**src/rtl/cmd_interp_pkg.sv**
```systemverilog
// Shared constants for the calculator command interpreter: opcode bytes,
// operation encodings, front-end FSM state codes and the opcode decoder.
package cmd_interp_pkg;

    localparam logic [7:0] OPC_ADD = 8'h2B;
    localparam logic [7:0] OPC_SUB = 8'h2D;
    localparam logic [7:0] OPC_MUL = 8'h2A;
    localparam logic [7:0] OPC_DIV = 8'h2F;

    localparam logic [1:0] OP_ADD = 2'd0;
    localparam logic [1:0] OP_SUB = 2'd1;
    localparam logic [1:0] OP_MUL = 2'd2;
    localparam logic [1:0] OP_DIV = 2'd3;

    localparam logic [1:0] IDLE   = 2'd0;
    localparam logic [1:0] WAIT_A = 2'd1;
    localparam logic [1:0] WAIT_B = 2'd2;
    localparam logic [1:0] DONE   = 2'd3;

    typedef struct packed {
        logic       legal;
        logic [1:0] op;
    } opc_dec_t;

    function automatic opc_dec_t opc_decode(input logic [7:0] b);
        opc_dec_t d;
        d.legal = 1'b1;
        d.op    = OP_ADD;
        case (b)
            OPC_ADD: d.op = OP_ADD;
            OPC_SUB: d.op = OP_SUB;
            OPC_MUL: d.op = OP_MUL;
            OPC_DIV: d.op = OP_DIV;
            default: d.legal = 1'b0;
        endcase
        return d;
    endfunction

endpackage

```
**src/rtl/cmd_interp_timeout.sv**
```systemverilog
// Inter-byte timeout counter: counts enabled cycles, flags expiry on the
// TIMEOUT_CYCLES-th one and restarts from zero. TIMEOUT_CYCLES = 0 disables it.
module cmd_interp_timeout #(
    parameter int TIMEOUT_CYCLES = 1000
) (
    input  logic clk,
    input  logic rst,
    input  logic clr,
    input  logic en,
    output logic expire
);

    generate
        if (TIMEOUT_CYCLES == 0) begin : g_off
            assign expire = 1'b0;
        end else begin : g_on
            localparam int CNT_W = (TIMEOUT_CYCLES > 2) ? $clog2(TIMEOUT_CYCLES) : 1;
            localparam logic [CNT_W-1:0] LAST = CNT_W'(TIMEOUT_CYCLES - 1);

            logic [CNT_W-1:0] cnt;

            // expire marks the cycle whose end would be the limit-th idle cycle
            assign expire = en && (cnt == LAST);

            always_ff @(posedge clk or posedge rst) begin
                if (rst) begin
                    cnt <= '0;
                end else if (clr || expire) begin
                    cnt <= '0;
                end else if (en) begin
                    cnt <= cnt + 1'b1;
                end
            end
        end
    endgenerate

endmodule

```
**src/rtl/cmd_interp_in_ctrl.sv**
```systemverilog
// Command interpreter front-end: parses opcode/A/B byte frames from a
// valid/ready stream and drives the load1/load2 operand register strobes.
module cmd_interp_in_ctrl
    import cmd_interp_pkg::*;
#(
    parameter int DATA_W         = 8,
    parameter int TIMEOUT_CYCLES = 1000
) (
    input  logic              clk,
    input  logic              rst,
    input  logic [DATA_W-1:0] rx_data,
    input  logic              rx_valid,
    output logic              rx_ready,
    output logic [DATA_W-1:0] reg_data,
    output logic              load1,
    output logic              load2,
    output logic [1:0]        op,
    output logic              cmd_done,
    output logic              cmd_err,
    output logic              busy
);

    logic [1:0]        state, state_nx;
    logic [DATA_W-1:0] data_nx;
    logic [1:0]        op_nx;
    logic              load1_nx, load2_nx, done_nx, err_nx;
    logic              accept, legal;
    logic              tmo_en, tmo_clr, tmo_expire;
    opc_dec_t          dec;

    assign accept = rx_valid && rx_ready;
    assign dec    = opc_decode(rx_data[7:0]);
    // Wider buses only carry an opcode when the upper bits are zero
    assign legal  = dec.legal && ((rx_data >> 8) == '0);

    cmd_interp_timeout #(
        .TIMEOUT_CYCLES(TIMEOUT_CYCLES)
    ) u_timeout (
        .clk    (clk),
        .rst    (rst),
        .clr    (tmo_clr),
        .en     (tmo_en),
        .expire (tmo_expire)
    );

    always_comb begin
        state_nx = state;
        data_nx  = reg_data;
        op_nx    = op;
        load1_nx = 1'b0;
        load2_nx = 1'b0;
        done_nx  = 1'b0;
        err_nx   = 1'b0;
        tmo_en   = 1'b0;
        tmo_clr  = accept;
        case (state)
            IDLE: begin
                if (accept) begin
                    if (legal) begin
                        op_nx    = dec.op;
                        state_nx = WAIT_A;
                    end else begin
                        err_nx = 1'b1;
                    end
                end
            end
            WAIT_A, WAIT_B: begin
                // An accept on the limit cycle takes priority over the timeout
                if (accept) begin
                    data_nx  = rx_data;
                    load1_nx = (state == WAIT_A);
                    load2_nx = (state == WAIT_B);
                    state_nx = (state == WAIT_A) ? WAIT_B : DONE;
                end else begin
                    tmo_en = 1'b1;
                    if (tmo_expire) begin
                        err_nx   = 1'b1;
                        state_nx = IDLE;
                    end
                end
            end
            default: begin
                done_nx  = 1'b1;
                state_nx = IDLE;
            end
        endcase
    end

    always_ff @(posedge clk or posedge rst) begin
        if (rst) begin
            state    <= IDLE;
            rx_ready <= 1'b1;
            reg_data <= '0;
            load1    <= 1'b0;
            load2    <= 1'b0;
            op       <= OP_ADD;
            cmd_done <= 1'b0;
            cmd_err  <= 1'b0;
            busy     <= 1'b0;
        end else begin
            state    <= state_nx;
            rx_ready <= (state_nx != DONE);
            reg_data <= data_nx;
            load1    <= load1_nx;
            load2    <= load2_nx;
            op       <= op_nx;
            cmd_done <= done_nx;
            cmd_err  <= err_nx;
            busy     <= (state_nx != IDLE);
        end
    end

endmodule

```
**config.mk**
```make
export PLATFORM = sky130hd
export DESIGN_NAME = cmd_interp_in_ctrl
export DESIGN_NICKNAME = d
export VERILOG_FILES = /design/src/rtl/cmd_interp_pkg.sv /design/src/rtl/cmd_interp_timeout.sv /design/src/rtl/cmd_interp_in_ctrl.sv
export SDC_FILE = /design/constraint.sdc
export NUM_CORES = 1
export LEC_CHECK = 0
export ABC_CLOCK_PERIOD_IN_PS = 1700
export CORE_ASPECT_RATIO = 0.8
export CORE_MARGIN = 4
export CORE_UTILIZATION = 40
export DETAILED_ROUTE_END_ITERATION = 12
export PLACE_DENSITY = 0.69
export RECOVER_POWER = 100
export SETUP_SLACK_MARGIN = 0.5
export SLEW_MARGIN = 20
export SYNTH_ARGS = -nofsm -noshare
export SYNTH_HDL_FRONTEND = slang
export SYNTH_SLANG_ARGS = --single-unit
```
**constraint.sdc**
```tcl
create_clock -name clk -period 1.7 [get_ports clk]
set_input_delay 0.34 -clock clk [delete_from_list [all_inputs] [get_ports clk]]
set_output_delay 0.34 -clock clk [all_outputs]
set_load 0.005 [all_outputs]
```
==> reports/metrics.cfg <==
[outcome]
status = finished, final reports clean

[logic_synthesis]
synth_cells = 117
yosysSeqAreaShare = 0.531
ys_ff_latch = 28
yosys_most_used_dff = dfrtp_1
syn_avg_cell_area_um2 = 11.3
yosysTopAreaCell = dfrtp_1
synth-edff-count = 0
async_flop_share = 1.00
syn-cell-area_um2 = 1320
yosys_warnings = 0
synth.distinct_cells = 35
synth.area.top_cells = dfrtp_1, mux2_2, ha_1
synth_top_area_share = 0.511
synthesis.nets = 133

[global_routing]
grt.total_usage = 0.166
grt_antenna_before_repair = 0
grt_pass1_wl_um = 5500
grt_overflow = 0
grt_pass1_vias = 1166
grt_max_degree = 29

[layout]
fin_util = 0.677
antenna-diode-count = 0
synthToLayoutAreaGrowth_pct = 60.3
final_nets = 193
layout_commonest_cell = dfrtp_1
drive_gt1_frac = 0.489
layout_common_cells = dfrtp_1, buf_4, clkbuf_1, mux2_2, nand2_1

[critical_path]
rr_startpoint = state[0]
slowest_stage = dfrtp_1
worstPathMaxFanout = 2
cp_data_required_time_ns = 1.92
path_buf_inv = 1
startpoint_type = flop
path_cells = clkbuf_1 > ha_4 > or2b_4 > or3_4 > a22o_2
crit_family = simple AND/OR/NAND/NOR gates
path_class = flop to flop
endpoint_kind = flop
cp_slowest_stage_delay_ns = 0.40
crit_arrival_ns = 1.84
critPathLaunch = state[0]

[sta]
hold_viol_final = 0
tightest_slew_ns = 0.692
clock.fmax_ghz = 0.619
rsz0062_at_grt = true
period_share = 0.950
clock_skew_ns = 0.00941
holdWs_ns = 0.453
relSlewSlack = 0.539
tns_ns = 0
finalSetupViolCount = 0
slew_viol_final = 0
finalCriticalPeriod_ns = 1.62

[clocking]
cts.clk_slew.worst_paths_ns = 0.10
insertion_delay_ns = 0.28
postCtsHoldBufs = 0
root_buffer = clkbuf_8
cts_max_level = 1
cts.sinks = 28
clk_path_buf_depth = 2
cts_tree = done
numCtsBuffers = 3

[die]
fp.dieArea_um2 = 4290
core_um2 = 3130
rows = 18
die_height_um = 59.4
ios = 27
initial_utilization = 0.422
die_w_um = 72.3

[worst_hold_path]
min_path_type = primary input to flop
hp-start = rx_data[4]

[run]
maxCapViolCount = 0

[power_and_ir_drop]
ir_drop_mv = 0.939
p_clk_frac = 0.175
switchingPower_mw = 1.00
internal-power_mw = 2.01
leakage_nw = 0.940
seqPwrFrac = 0.318
swShare = 0.332
power_density_nw_per_um2 = 1420
combPwrFrac = 0.508

[route]
drt_iter0_drc = 71
via_per_inst = 5.31
routedWlPerCell_um = 16.1
route.met3.wl_um = 183
dr.max_layer_used = met4
wl_met2_um = 1810
via_count = 1147
totalWireLength_um = 3480
postRouteAntennaNets = 0
wl_met1_um = 1450
firstDrtPassIters = 4
remaining_drc_errors = 0

[placement]
place_hpwl_um = 2310
gp_congestion = 0.830
io_buffer_count = 26

-- timing repair --
action                                  in CTS  in global routing
hold endpoints to repair                     0                  0
setup buffers                                8                  1
gates resized for setup                     90                 30
pin swaps                                    9                 12
endpoints found under the setup margin      41                 32
-- layer usage --
layer  track usage  vias up
met5             0        -
met4        0.0295        0
met3        0.0458        7
met2         0.293       30
met1         0.204      583
li1              -      527
-- synth_stat cells, types with 2 or more instances --
library cell	instances
nor2_1	13
nand3_1	3
xnor2_1	6
and3_1	2
nor3_1	6
mux2i_1	2
nand2_1	8
nand4_1	4
inv_1	5
mux2_2	8
or3_1	2
a31oi_1	2
xor2_1	4
ha_1	5
dfrtp_1	27
-- cell families (layout without fill, tap and decap cells) --
kind of cell,Yosys count,count (layout),share of synthesized area
adder cells (fa/ha/maj),5,5,0.0473
AND/OR/NAND/NOR,44,44,0.170
flip-flops,28,28,0.531
multiplexers,10,10,0.0833
XOR/XNOR,10,10,0.0663
AO/OA/AOI/OAI,13,13,0.0767
buffers and inverters,7,66,0.0256
-- final timing paths --
check | to | slack, ns | depth (start not counted)
max reg2reg | rx_ready | 0.08 | 5
max in group asynchronous | reg_data[4] | 0.58 | 3
min reg2reg | reg_data[7] | 0.51 | 1
min in group asynchronous | op[0] | 0.67 | 3
min | reg_data[4] | 0.45 | 2
max | rx_ready | 0.08 | 5
-- worst reg2reg max path, delay by kind of cell, from the launching register on --
family / cells / cell delay, ns
AOI/OAI and AO/OA: 1 / 0.26
adders and majority gates: 1 / 0.17
buffers and inverters: 1 / 0.14
DFF: 1 / 0.40
and+or+nand+nor: 2 / 0.58
-- power groups by stage --
stage	combinational, mW	sequential, mW	clock [mW]
after detailed placement	1.31	0.973	0
after global routing	1.65	0.982	0.571
after global placement	1.28	0.962	0
final	1.53	0.957	0.526
after CTS	1.46	0.957	0.536
after floorplan	0.609	0.992	0
-- through the flow --
stage	setup WS, ns	total power, mW	instances	area (µm²)
global placement	-0.206	2.24	203	1810
CTS	0.0747	2.95	215	2010
global route	-0.00187	3.21	216	2120
detailed placement	-0.255	2.28	203	1810
floorplan	0.0456	1.60	117	1340
finish	0.0843	3.01	216	2120
-- cell type report --
type,instances,area (µm²)
clock buffers,3,41.3
clock inverters,1,30.0
fillers,232,1010
inverters,5,18.8
multi-input cells,82,842
flip-flops and latches,28,702
well taps,40,50.0
repair buffers,57,434
-- registers in the layout (all words and copies together), names as in the netlist, 2 cells and up --
register,cells
u_timeout.g_on.cnt,10
reg_data,8
op,2
state,2
Note: power is estimated with default switching activity, not from simulation.
